$ cat config.mk
export PLATFORM = sky130hd
export DESIGN_NAME = spike_window_accumulator
export DESIGN_NICKNAME = d
export VERILOG_FILES = /design/src/rtl/spike_window_accumulator_pkg.sv /design/src/rtl/spike_weight_adder.sv /design/src/rtl/spike_window_accumulator.sv
export SDC_FILE = /design/constraint.sdc
export NUM_CORES = 1
export LEC_CHECK = 0
export CAP_MARGIN = 20
export CELL_PAD_IN_SITES_DETAIL_PLACEMENT = 0
export CELL_PAD_IN_SITES_GLOBAL_PLACEMENT = 2
export CORE_MARGIN = 3
export CORE_UTILIZATION = 28
export CTS_BUF_LIST = sky130_fd_sc_hd__clkbuf_8
export CTS_CLUSTER_SIZE = 8
export DETAILED_ROUTE_END_ITERATION = 12
export PLACE_DENSITY_LB_ADDON = 0.1
export SLEW_MARGIN = 20
export SYNTH_ARGS = -nofsm -noshare
export SYNTH_HDL_FRONTEND = slang
export SYNTH_SLANG_ARGS = --single-unit
$ cat constraint.sdc
create_clock -name clock -period 3.2 [get_ports clock]
set_input_delay 0.32 -clock clock [delete_from_list [all_inputs] [get_ports clock]]
set_output_delay 0.32 -clock clock [all_outputs]
set_load 0.05 [all_outputs]
$ cat src/rtl/spike_window_accumulator_pkg.sv
// Shared sizing helpers and constants for the spike window accumulator.
// Also provides the index helper used to slice one synapse's weight from the packed bus.
package spike_window_accumulator_pkg;

    localparam int unsigned DEF_N_IN     = 4;
    localparam int unsigned DEF_W_WIDTH  = 4;
    localparam int unsigned DEF_WIN_BITS = 4;

    function automatic int unsigned clog2(input int unsigned v);
        int unsigned r;
        r = 0;
        while ((32'd1 << r) < v) r++;
        return r;
    endfunction

    // Wide enough that a full window of all-max weights cannot wrap.
    function automatic int unsigned acc_width(input int unsigned n_in,
                                              input int unsigned w_width,
                                              input int unsigned win_bits);
        return w_width + win_bits + clog2(n_in);
    endfunction

    function automatic int unsigned win_max(input int unsigned win_bits);
        return (32'd1 << win_bits) - 32'd1;
    endfunction

    function automatic int unsigned wslice_lo(input int unsigned idx,
                                              input int unsigned w_width);
        return idx * w_width;
    endfunction

endpackage

$ cat src/rtl/spike_weight_adder.sv
// Combinational weighted pulse sum: adds weight[i] for every asserted pulse bit.
module spike_weight_adder
    import spike_window_accumulator_pkg::*;
#(
    parameter int unsigned N_IN      = DEF_N_IN,
    parameter int unsigned W_WIDTH   = DEF_W_WIDTH,
    parameter int unsigned ACC_WIDTH = acc_width(DEF_N_IN, DEF_W_WIDTH, DEF_WIN_BITS)
) (
    input  logic [N_IN-1:0]         pulse,
    input  logic [N_IN*W_WIDTH-1:0] weight,
    output logic [ACC_WIDTH-1:0]    contrib
);

    always_comb begin
        contrib = '0;
        for (int unsigned i = 0; i < N_IN; i++) begin
            if (pulse[i]) begin
                contrib = contrib + ACC_WIDTH'(weight[wslice_lo(i, W_WIDTH) +: W_WIDTH]);
            end
        end
    end

endmodule

$ cat src/rtl/spike_window_accumulator.sv
// Accumulates weighted pulses over a window of enabled cycles and offers the
// window sum plus a threshold fire flag through a valid/ready output slot.
module spike_window_accumulator
    import spike_window_accumulator_pkg::*;
#(
    parameter int unsigned N_IN      = DEF_N_IN,
    parameter int unsigned W_WIDTH   = DEF_W_WIDTH,
    parameter int unsigned WIN_BITS  = DEF_WIN_BITS,
    parameter int unsigned ACC_WIDTH = acc_width(N_IN, W_WIDTH, WIN_BITS)
) (
    input  logic                    clock,
    input  logic                    res,
    input  logic                    en,
    input  logic [N_IN-1:0]         pulse_in,
    input  logic [N_IN*W_WIDTH-1:0] weight,
    input  logic [ACC_WIDTH-1:0]    threshold,
    input  logic                    out_ready,
    input  logic                    clear_ovr,
    output logic [ACC_WIDTH-1:0]    sum_out,
    output logic                    fire,
    output logic                    out_valid,
    output logic                    overrun
);

    logic [WIN_BITS-1:0]  win_cnt;
    logic [ACC_WIDTH-1:0] acc;
    logic [ACC_WIDTH-1:0] contrib;
    logic [ACC_WIDTH-1:0] result;
    logic                 complete;
    logic                 slot_free;

    spike_weight_adder #(
        .N_IN      (N_IN),
        .W_WIDTH   (W_WIDTH),
        .ACC_WIDTH (ACC_WIDTH)
    ) u_adder (
        .pulse   (pulse_in),
        .weight  (weight),
        .contrib (contrib)
    );

    always_comb begin
        result    = acc + contrib;
        complete  = en && (win_cnt == WIN_BITS'(win_max(WIN_BITS)));
        // An accept on the same edge frees the slot for the new result.
        slot_free = !out_valid || out_ready;
    end

    always_ff @(posedge clock or posedge res) begin
        if (res) begin
            win_cnt   <= '0;
            acc       <= '0;
            sum_out   <= '0;
            fire      <= 1'b0;
            out_valid <= 1'b0;
            overrun   <= 1'b0;
        end else begin
            if (en) begin
                win_cnt <= win_cnt + 1'b1;
                acc     <= complete ? '0 : result;
            end

            if (complete && slot_free) begin
                sum_out   <= result;
                fire      <= (result >= threshold);
                out_valid <= 1'b1;
            end else if (out_valid && out_ready) begin
                out_valid <= 1'b0;
            end

            if (complete && !slot_free) begin
                overrun <= 1'b1;
            end else if (clear_ovr) begin
                overrun <= 1'b0;
            end
        end
    end

endmodule

After elaboration in Yosys (flattened, before gate mapping):

Index checks and enable logic that the tools add are counted.

* bits in registers: 27
* bits of input ports: 35

* add/subtract/negate cells: 5
* order comparisons: 1
* equality and inequality tests: 1
* muxes and demuxes: 9
* reduce and logical (&&, ||, !) cells: 9

Operators by type and width (number)
* 10-bit 2-to-1 mux: 4
* 10-bit by 4-bit adder with 10-bit output: 2
* 10-bit adder: 1
* 10-bit >= comparator: 1
* 4-bit by 4-bit adder with 5-bit output: 1
* 4-bit by 1-bit adder with 4-bit output (second input constant): 1
* 4-bit equality test (second input constant): 1
* 1-bit logical AND: 4
* 1-bit 2-to-1 mux: 4
* 4-bit 2-to-1 mux: 1
* 2-bit nonzero test: 2
* 1-bit logical NOT: 2
* 1-bit logical OR: 1

Depth between registers and ports, before layout:

Gate-level depths: netlist of run 1.

* depth in word-level cells: 9
* mapped depth: 27
* gate-level depth less buffers: 27

Hierarchy:

Synthesis of run 1 repeated with hierarchy kept, for this count alone.

* cell total of the unflattened synthesis: 257
* area, all modules: 2429.8 sq um

By module, submodules not included
* spike_window_accumulator: instances 1, cells each 180, area each 1749.2 sq um, sequential area each 675.6 sq um
* spike_weight_adder: instances 1, cells each 77, area each 680.7 sq um, sequential area each 0.0 sq um

Worst setup path after synthesis of run 1:

OpenSTA, ideal clock, no wires.

* path type: input -> register
* start point: in weight[0]
* end point: reg fire
* library setup time: 121 ps
* data arrival time: 5291 ps
* required time: 3079 ps
* setup slack: -2212 ps
* stages: 26
* buffers on the path: 0
* cell sequence: and2_1 ha_1 inv_1 fa_1 mux2i_1 ha_1 a21o_1 a21oi_1 xnor2_1 mux2_2 ha_1 and3_1 a221o_1 nor2b_1 xnor2_1 mux2i_1 ha_1 o211ai_1 a21oi_1 a211oi_1 xor2_1 inv_1 ha_1 a2111oi_0 o21ai_0 a22o_1

* cells in the longest elaborated chain, start to end: 9

RTL lines
* start: declaration: RTL line spike_window_accumulator.sv:15 `input logic [N_IN*W_WIDTH-1:0] weight,`
* 4-bit 2-to-1 mux *: RTL line spike_weight_adder.sv:17 `if (pulse[i]) begin`
* 4-bit by 4-bit adder with 5-bit output: RTL line spike_weight_adder.sv:18 `contrib = contrib + ACC_WIDTH'(weight[wslice_lo(i, W_WIDTH) +: W_WIDTH]);`
* 10-bit 2-to-1 mux *: RTL line spike_weight_adder.sv:17
* 10-bit by 4-bit adder with 10-bit output: RTL line spike_weight_adder.sv:18
* 10-bit 2-to-1 mux *: RTL line spike_weight_adder.sv:17
* 10-bit by 4-bit adder with 10-bit output: RTL line spike_weight_adder.sv:18
* 10-bit 2-to-1 mux *: RTL line spike_weight_adder.sv:17
* 10-bit adder *: RTL line spike_window_accumulator.sv:43 `result = acc + contrib;`
* named net result[6]: RTL line spike_window_accumulator.sv:28 `logic [ACC_WIDTH-1:0] result;`
* 10-bit >= comparator *: RTL line spike_window_accumulator.sv:65 `fire <= (result >= threshold);`
* end signal: assignment: RTL line spike_window_accumulator.sv:65
* end: declaration: RTL line spike_window_accumulator.sv:20 `output logic fire,`

Mark *: on every way through the listed nets, which the timed path passes. The rest lies on a longest branch.
A chain may end at the register's enable or synchronous reset.

Worst setup path after layout of run 1:

* start point: in pulse_in[0]
* end point: reg fire

* cells in the longest elaborated chain, start to end: 9

RTL lines
* start: declaration: RTL line spike_window_accumulator.sv:14 `input logic [N_IN-1:0] pulse_in,`
* 4-bit 2-to-1 mux *: RTL line spike_weight_adder.sv:17
* 4-bit by 4-bit adder with 5-bit output: RTL line spike_weight_adder.sv:18
* 10-bit 2-to-1 mux *: RTL line spike_weight_adder.sv:17
* 10-bit by 4-bit adder with 10-bit output: RTL line spike_weight_adder.sv:18
* 10-bit 2-to-1 mux *: RTL line spike_weight_adder.sv:17
* 10-bit by 4-bit adder with 10-bit output: RTL line spike_weight_adder.sv:18
* 10-bit 2-to-1 mux *: RTL line spike_weight_adder.sv:17
* 10-bit adder *: RTL line spike_window_accumulator.sv:43
* named net result[9]: RTL line spike_window_accumulator.sv:28
* 10-bit >= comparator *: RTL line spike_window_accumulator.sv:65

Marks and branches as above.

==> results.tsv, run 1 <==
stage	metric	value	unit
timing	Final WS setup	-1873	ps
placed_design	RePlAce Congestion	0.7273	
cells_and_area	diode count	0	
die	io pins	48	
run_status	failing checks	negative setup slack	
setup_path	Worst Path Required	3370	ps
clock_network	Clock Tree Buf Depth	2	
power	pwr dens	835.1	nW/um^2
logic_synthesis	post-synth top area cell	dfrtp_1	
cells_and_area	Final Instance Area	3839	um^2
timing	worst slew pin tran	507.3	ps
logic_synthesis	Synth cell types	46	
clock_network	H-tree levels	1	
drt	DRT Wirelength	5.945	mm
cells_and_area	multi-input logic area	1923	um^2
cells_and_area	register area	675.6	um^2
setup_path	CP Buf/Inv Count	4	
timing	Tcrit/Tclk final	158.5	%
power	Lkg Pwr	1.764	nW
power	peak supply drop	0.3878	mV
global_route	largest net degree at the start of global routing	28	
logic_synthesis	Synth Instances	243	
die	Die Wd	96.73	um
timing	Final Hold Fails	0	
worst_hold_path	hold crit path type	in2async	
setup_path	Worst path slowest cell	fa_2	
logic_synthesis	Synth Flop Type	dfrtp_1	
logic_synthesis	post-synth top area share	29.32	%
logic_synthesis	syn_area_per_cell	9.484	um^2
cells_and_area	share of post-route cells with drive strength above 1	39.83	%
timing	Slew headroom	66.08	%
cells_and_area	# fillers	777	
global_route	initial antenna violation count	0	
clock_network	hold_buf cts	0	
setup_path	Crit path top cell by count	ha_4	
placed_design	Post-Place Cells	435	
timing	Hold Slack	400.8	ps
logic_synthesis	top cells by count, synth	ha_1 (30), inv_1 (30), dfrtp_1 (27)	
drt	WL met1	2.780	mm
drt	WL met2	2.972	mm
die	core area	7848	um^2
timing	skew final	3.695	ps
drt	drc violations	0	
drt	number of DRC markers in iteration 0	39	
cells_and_area	Syn-to-layout area delta	66.56	%
drt	Pre-antenna DRT Iters	4	
logic_synthesis	Synth async-reset ratio	100.0	%
setup_path	critical setup path kind	in2reg	
timing	highest clock rate	0.1971	GHz
placed_design	number of port buffers	47	
setup_path	CP max FO	3	
placed_design	worst slack at placement	-2677	ps
global_route	GR Util All Layers	13.01	%
logic_synthesis	sequential area share after synthesis	29.32	%
clock_network	Clock Tree Root	clkbuf_8	
setup_path	WP data arrival	5240	ps
drt	vias	2077	
clock_network	Clock Pin Slew Worst Setup and Hold Paths	90	ps
run_status	outcome	finished with violations	
clock_network	CTS sink count	27	
flow_run	Max-Cap Viols	0	
timing	Max Slew Vio Count	0	
die	die area	9356	um^2
drt	remaining antenna violation count	0	
global_route	global-route wire length before repair	10.24	mm
clock_network	Clk Latency, worst-skew pair	280	ps
placed_design	DP Area	3385	um^2
drt	met3 wire length	142	um
logic_synthesis	yosys warns	0	
logic_synthesis	Mapped Area	2305	um^2
timing	Tmin final	5073	ps
drt	vias per cell	4.605	
drt	drt wl/cell	13.18	um
die	initial core utilization	29.37	%
setup_path	crit start category	primary input	
logic_synthesis	Mapped Nets	312	
clock_network	TritonCTS Buffers	3	
logic_synthesis	Post-synth EDFFs	0	
global_route	total grt overflow	0	
placed_design	Final HPWL DP	4.632	mm
die	Die H	96.73	um
cells_and_area	Final Instance Count excl. Fillers	451	
timing	RSZ-0062 raised after global routing	true	
timing	Setup-failing EPs final	19	
cells_and_area	nets@finish	419	
logic_synthesis	top cells by area, synth	dfrtp_1 (29%), ha_1 (16%), mux2_2 (5.4%)	
clock_network	CTS tree	done	
die	row cnt	32	
setup_path	CP top delay family	adder cells	
logic_synthesis	number of synthesized register bits	27	
setup_path	CP endpoint kind	flop	
global_route	vias in the first global route	2257	
setup_path	CP peak stage delay	440	ps
drt	top routing layer in use	met4	
placed cells by master (no fill, tap or decap), drive strengths merged, types with 3 or more instances in the layout:
cell type / netlist / final
inv: 30 / 31
mux2i: 4 / 4
buf: 4 / 62
fa: 4 / 4
clkbuf: 1 / 3
and3: 3 / 3
a211oi: 3 / 3
o21ai: 16 / 16
clkdlybuf4s50: 0 / 41
ha: 30 / 30
nand2: 22 / 22
nand2b: 3 / 3
mux2: 11 / 11
o2bb2ai: 5 / 5
nor2: 6 / 6
a21oi: 14 / 14
xor2: 10 / 10
nand4: 3 / 3
o21a: 4 / 4
xnor2: 11 / 11
o211ai: 3 / 3
dlygate4sd2: 0 / 3
dfrtp: 27 / 27
nor2b: 4 / 4
a211o: 3 / 3
a21o: 3 / 3
cell type report:
class                           instances  share of cell area, %
Multi-Input combinational cell        181                  50.10
Timing Repair Buffer                  107                  24.87
Sequential cell                        27                  17.60
Tap cell                              102                  3.325
Inverter                               30                  2.934
Clock buffer                            3                  1.076
Clock inverter                          1                0.09778
flip-flops by register name, summed over array words and instances, names as in the netlist:
signal / count
acc: 10
fire: 1
out_valid: 1
overrun: 1
sum_out: 10
win_cnt: 4
stage by stage:
stage | utilization [%] | TNS (ps) | power [mW]
final | 48.92 | -19420 | 3.206
after floorplan | - | -16230 | 1.844
after detailed placement | 43.13 | -32990 | 2.632
after global routing | 48.92 | -23180 | 3.497
after global placement | 43.13 | -32610 | 2.623
after CTS | 46.33 | -19940 | 3.042
worst paths after layout:
kind,startpoint,end,slack (ps),depth (start not counted)
hold reg to reg,sum_out[6],sum_out[6],490,2
min in group clock,sum_out[6],sum_out[6],490,2
setup / recovery,pulse_in[0],fire,-1870,28
hold / removal,res,sum_out[7],400,3
max in group asynchronous,res,acc[4],2530,3
setup reg to reg,acc[0],fire,480,12
kinds of logic (layout without fill, tap and decap cells):
| logic type | Yosys count | count (layout) | synth area share (%) |
|---|---|---|---|
| simple gates | 48 | 48 | 10.70 |
| mux | 15 | 15 | 7.112 |
| compound gates | 61 | 61 | 18.24 |
| fa+ha+maj | 36 | 36 | 20.74 |
| buf+inv | 35 | 141 | 5.917 |
| xor+xnor | 21 | 21 | 7.980 |
| flops | 27 | 27 | 29.32 |
metal layers:
layer  up-vias  track usage, %
li1       1063               -
met5         -               0
met3         4           1.658
met4         0           2.916
met1       979           17.29
met2        31           22.51
tightest hold or removal path, cell delays in order:
cell	delay [ps]
clkdlybuf4s50_1	390
inv_1	50
buf_4	340
timing repair:
action,CTS,global route
pin swaps,32,20
gates cloned,0,0
setup buffers,7,5
gates resized for setup,45,27
endpoints found under the setup margin,19,19
where the power goes:
part           leakage, nW  total [mW]  switching, mW  internal [mW]
Clock               0.0269       0.198          0.111         0.0862
Combinational         1.40        2.40           1.17           1.23
Sequential           0.341       0.605          0.120          0.486
Total                 1.76        3.21           1.40           1.81
Power figures use the tool's default switching activity.
==> run 2, diff against run 1 <==
SYNTH_HIERARCHICAL = 1   (was default)
==> run 2 against run 1 <==
Against the previous run:
- area after synthesis is 5.4% higher
- hold slack worse by 2.8 ps
- power is 13% higher
- count of clock-buffer cells in the layout stayed put
- the run still ends with negative setup slack left
- sequential cell count stayed put
==> results.tsv, run 2 <==
stage	metric	value	unit
cells_and_area	Top Registers	acc x10, sum_out x10, win_cnt x4	
power	peak supply drop	0.6543	mV
cells_and_area	share of post-route cells with drive strength above 1	41.26	%
timing	Slew headroom	50.18	%
setup_path	WP data arrival	5040	ps
drt	vias	2162	
logic_synthesis	number of synthesized register bits	27	
timing	Max Slew Vio Count	0	
logic_synthesis	most common cell in the netlist	ha_1	
logic_synthesis	Synth Instances	257	
setup_path	CP Buf/Inv Count	3	
setup_path	CP top delay family	adder cells	
global_route	vias in the first global route	2365	
drt	Pre-antenna DRT Iters	4	
run_status	failing checks	negative setup slack	
logic_synthesis	Post-Synth XOR/XNOR Area	6.694	%
placed_design	number of port buffers	47	
drt	number of DRC markers in iteration 0	64	
cells_and_area	most common cell after layout, fill and taps aside	buf_4	
timing	skew final	5.582	ps
logic_synthesis	Synth async-reset ratio	100.0	%
global_route	GR Util All Layers	13.83	%
logic_synthesis	Post-synth EDFFs	0	
cells_and_area	Final Instance Count excl. Fillers	471	
die	row cnt	33	
timing	Setup-failing EPs final	19	
placed_design	RePlAce Congestion	0.7709	
logic_synthesis	post-synthesis compound-gate area fraction	19.10	%
clock_network	CTS sink count	27	
clock_network	Clock Pin Slew Worst Setup and Hold Paths	100	ps
global_route	initial antenna violation count	0	
cells_and_area	nets@finish	437	
logic_synthesis	Post-Synth Simple-Gate Area	14.37	%
logic_synthesis	Adder-Cell Fraction of Synth Area	19.72	%
timing	Tmin final	4865	ps
logic_synthesis	largest family of logic cells by synthesized area	adder cells	
logic_synthesis	sequential area share after synthesis	27.81	%
setup_path	Worst Path Required	3370	ps
clock_network	TritonCTS Buffers	3	
die	io pins	48	
timing	RSZ-0062 raised after global routing	true	
logic_synthesis	Synth cell types	54	
cells_and_area	# fillers	797	
global_route	global-route wire length before repair	11.08	mm
die	die area	9832	um^2
timing	Tcrit/Tclk final	152.0	%
power	Pwr Total	3.609	mW
logic_synthesis	top cells by count, synth	ha_1 (31), inv_1 (29), dfrtp_1 (27)	
placed_design	Post-Place Cells	451	
clock_network	CTS tree	done	
logic_synthesis	yosys warns	6	
clock_network	Clock Tree Root	clkbuf_8	
clock_network	Clock Tree Buf Depth	2	
die	core area	8341	um^2
global_route	total grt overflow	0	
setup_path	CP max FO	3	
logic_synthesis	Synth Flop Type	dfrtp_1	
setup_path	CP endpoint kind	flop	
global_route	largest net degree at the start of global routing	28	
flow_run	Max-Cap Viols	0	
setup_path	CP peak stage delay	450	ps
logic_synthesis	top cells by area, synth	dfrtp_1 (28%), ha_1 (16%), mux2_2 (5.6%)	
drt	DRT Wirelength	6.488	mm
setup_path	critical setup path kind	in2reg	
power	Lkg Pwr	1.797	nW
timing	Final WS setup	-1665	ps
logic_synthesis	post-synth top area cell	dfrtp_1	
timing	Final Hold Fails	0	
run_status	outcome	finished with violations	
clock_network	Clk Latency, worst-skew pair	280	ps
timing	worst slew pin tran	747.4	ps
die	Die Wd	99.16	um
drt	drc violations	0	
cells_and_area	final core occ	47.87	%
timing	highest clock rate	0.2055	GHz
logic_synthesis	post-synth top area share	27.81	%
setup_path	Worst path slowest cell	fa_2	
placed_design	Final HPWL DP	5.097	mm
setup_path	crit start category	primary input	
placed_design	DP Area	3497	um^2
power	pwr dens	903.8	nW/um^2
cells_and_area	Final Instance Area	3993	um^2
die	Die H	99.16	um
logic_synthesis	Mapped Area	2430	um^2
worst_hold_path	hold crit path type	in2async	
cells_and_area	commonest cells after routing, fill and taps aside	buf_4 (47), clkdlybuf4s50_1 (42), inv_1 (27), dfrtp_1 (27), nand2_1 (21)	
cells_and_area	diode count	0	
logic_synthesis	syn_area_per_cell	9.455	um^2
clock_network	H-tree levels	1	
cells_and_area	Syn-to-layout area delta	64.32	%
drt	vias per cell	4.590	
drt	drt wl/cell	13.77	um
placed_design	worst slack at placement	-2589	ps
drt	remaining antenna violation count	0	
die	initial core utilization	29.13	%
logic_synthesis	mux cell area share after synthesis	5.973	%
[run 2: what timing repair did]
action,in CTS,in global routing
endpoints found under the setup margin,19,19
resized for setup,60,18
buffers inserted,17,7
pin swaps,45,31
hold buffers,0,0
[run 2: area by class of cell]
type | count | area, um^2 | area share, %
Multi-Input combinational cell | 196 | 2029 | 50.83
Sequential cell | 27 | 675.6 | 16.92
Timing Repair Buffer | 110 | 998.5 | 25.01
Inverter | 29 | 108.9 | 2.726
Clock buffer | 3 | 41.29 | 1.034
Tap cell | 105 | 131.4 | 3.291
Clock inverter | 1 | 7.507 | 0.1880
[run 2: per-layer routing]
metal / global-route usage (%) / part of all wire (%)
met1: 19.05 / 48
met5: 0 / 0
met2: 22.93 / 48
met3: 1.753 / 3.1
met4: 3.676 / 0.92
[run 2: power breakdown]
| part | internal (mW) | switching [mW] | leakage [nW] |
|---|---|---|---|
| Clock | 0.0886 | 0.118 | 0.0217 |
| Combinational | 1.47 | 1.32 | 1.44 |
| Sequential | 0.495 | 0.112 | 0.337 |
| Total | 2.05 | 1.55 | 1.80 |
[run 2: kinds of logic (layout without fill, tap and decap cells)]
group,count (synthesis),count (layout)
adder cells (fa/ha/maj),36,36
other,1,3
buffers and inverters,36,143
XOR/XNOR,17,17
multiplexers,13,13
flip-flops,27,27
AO/OA/AOI/OAI,66,66
AND/OR/NAND/NOR,61,61
[run 2: worst reg2reg max path, stage by stage (launching register included)]
cell     delay [ps]
dfrtp_1         390
ha_1            210
inv_1            80
fa_2            250
nor2b_4          50
o31a_1          260
o31a_1          280
o22ai_2         110
xor2_1          210
inv_1            70
ha_2            270
o21ai_1         120
a21oi_1          60
o31a_1          250
[run 2: per-stage QoR]
stage	hold WS, ps	TNS, ps
floorplan	372.7	-14190
CTS	414.0	-17270
finish	398.1	-16600
detailed placement	478.5	-30950
global placement	463.9	-30420
global route	429.8	-20140
[run 2: path summary, 6_finish.rpt]
kind,depth (start not counted),start,slack (ps),to
worst max-delay path,25,pulse_in[0],-1670,fire
worst min-delay path,3,res,400,win_cnt[1]
worst max register to register,13,acc[0],500,fire
worst min register to register,2,sum_out[0],490,sum_out[0]
max in group asynchronous,3,res,2520,acc[4]
min in group clock,2,sum_out[0],490,sum_out[0]
==> run 3, diff against run 2 <==
MAX_ROUTING_LAYER = met4   (was default)
==> run 3 against run 2 <==
Against the previous run:
- power hardly changed
- utilization is the same
- maximum frequency hardly changed
- non-clock buffer count stayed put
- routed wire length about the same
- first-iteration DRC count did not move
- critical path depth did not move
- the flow still finishes with violations (negative setup slack)
- worst setup slack got worse by 0.81 ps
- count of clock-buffer cells in the layout stayed put
- largest power group unchanged
- die area unchanged
- critical path type unchanged
==> results.tsv, run 3 (synthesis results as in run 2) <==
stage	metric	value	unit
run_status	failing checks	negative setup slack	
cells_and_area	share of post-route cells with drive strength above 1	41.26	%
setup_path	CP top delay family	adder cells	
timing	Setup-failing EPs final	19	
drt	drt wl/cell	13.78	um
die	Die H	99.16	um
global_route	vias in the first global route	2365	
die	row cnt	33	
cells_and_area	Final Instance Area	3993	um^2
clock_network	CTS tree	done	
global_route	global-route wire length before repair	11.08	mm
die	Die Wd	99.16	um
timing	Slew headroom	50.20	%
flow_run	Max-Cap Viols	0	
timing	Final WS setup	-1666	ps
placed_design	number of port buffers	47	
die	initial core utilization	29.13	%
die	core area	8341	um^2
cells_and_area	commonest cells after routing, fill and taps aside	buf_4 (47), clkdlybuf4s50_1 (42), inv_1 (27), dfrtp_1 (27), nand2_1 (21)	
drt	drc violations	0	
placed_design	Final HPWL DP	5.097	mm
timing	Tcrit/Tclk final	152.1	%
cells_and_area	Syn-to-layout area delta	64.32	%
setup_path	CP peak stage delay	450	ps
drt	Pre-antenna DRT Iters	4	
clock_network	Clock Tree Buf Depth	2	
global_route	initial antenna violation count	0	
timing	RSZ-0062 raised after global routing	true	
setup_path	Worst path slowest cell	fa_2	
drt	WL met1	3.173	mm
power	Lkg Pwr	1.797	nW
drt	number of DRC markers in iteration 0	64	
global_route	GR Util All Layers	14.24	%
die	io pins	48	
setup_path	WP data arrival	5040	ps
timing	highest clock rate	0.2055	GHz
setup_path	CP endpoint kind	flop	
drt	vias per cell	4.588	
timing	Max Slew Vio Count	0	
cells_and_area	nets@finish	437	
setup_path	critical setup path kind	in2reg	
clock_network	TritonCTS Buffers	3	
drt	top routing layer in use	met4	
drt	met3 wire length	171	um
placed_design	DP Area	3497	um^2
cells_and_area	most common cell after layout, fill and taps aside	buf_4	
setup_path	crit start category	primary input	
timing	Final Hold Fails	0	
power	pwr dens	903.9	nW/um^2
power	peak supply drop	0.6543	mV
placed_design	worst slack at placement	-2589	ps
cells_and_area	diode count	0	
clock_network	H-tree levels	1	
die	die area	9832	um^2
setup_path	CP Buf/Inv Count	3	
clock_network	Clock Tree Root	clkbuf_8	
clock_network	CTS sink count	27	
clock_network	Clk Latency, worst-skew pair	280	ps
placed_design	RePlAce Congestion	0.7812	
timing	skew final	5.129	ps
clock_network	Clock Pin Slew Worst Setup and Hold Paths	100	ps
setup_path	Worst Path Required	3370	ps
timing	worst slew pin tran	747.0	ps
setup_path	CP max FO	3	
worst_hold_path	hold crit path type	in2async	
drt	WL met2	3.091	mm
drt	vias	2161	
global_route	total grt overflow	0	
run_status	outcome	finished with violations	
timing	Tmin final	4866	ps
drt	DRT Wirelength	6.489	mm
drt	remaining antenna violation count	0	
global_route	largest net degree at the start of global routing	28	
cells_and_area	Top Registers	acc x10, sum_out x10, win_cnt x4	
==> run 3: cell counts in the layout (fill, tap and decap cells not counted) <==
Identical to the previous run, type by type.
==> run 3: worst paths after layout <==
check	cells after the start	start	slack [ps]	endpoint
worst max-delay path	25	pulse_in[0]	-1670	fire
worst min-delay path	3	res	400	win_cnt[1]
worst max register to register	13	acc[0]	500	fire
worst min register to register	2	sum_out[0]	490	sum_out[0]
max in group asynchronous	3	res	2520	acc[4]
min in group clock	2	sum_out[0]	490	sum_out[0]
==> run 3: final cells by class <==
class | count | area (um^2)
inverters | 29 | 108.9
repair buffers | 110 | 998.5
fillers | 797 | 4348
clock buffers | 3 | 41.29
well taps | 105 | 131.4
flip-flops and latches | 27 | 675.6
clock inverters | 1 | 7.507
multi-input cells | 196 | 2029
==> run 3: through the flow <==
| stage | util, % | instances | hold WS (ps) | power [mW] | TNS [ps] |
|---|---|---|---|---|---|
| detailed placement | 41.93 | 451 | 478.5 | 2.791 | -30950 |
| floorplan | - | 259 | 372.7 | 1.921 | -14190 |
| global placement | 41.93 | 451 | 463.9 | 2.783 | -30420 |
| CTS | 46.26 | 468 | 414.0 | 3.452 | -17270 |
| finish | 47.87 | 471 | 398.9 | 3.609 | -16610 |
| global route | 47.87 | 471 | 429.8 | 3.928 | -20140 |
==> run 3: report_power, final <==
| part | switching [mW] | total, mW | internal [mW] | leakage (nW) |
|---|---|---|---|---|
| clock | 0.118 | 0.207 | 0.0886 | 0.0217 |
| sequential | 0.112 | 0.608 | 0.495 | 0.337 |
| combinational | 1.32 | 2.79 | 1.47 | 1.44 |
==> run 3: layer usage <==
metal  vias to the layer above  GRT usage, %
met1                      1005         19.27
met5                         -             -
met3                         2         1.403
met4                         0         3.676
met2                        37         22.93
li1                       1117             -
==> run 3: tightest hold or removal path, stage by stage <==
cell	delay (ps)
clkdlybuf4s50_1	400
inv_1	50
buf_4	330
==> run 3: what timing repair did <==
action | CTS | global route
endpoints found under the setup margin | 19 | 19
gates resized for setup | 60 | 18
setup buffers | 17 | 7
pin swaps | 45 | 31
hold buffers | 0 | 0
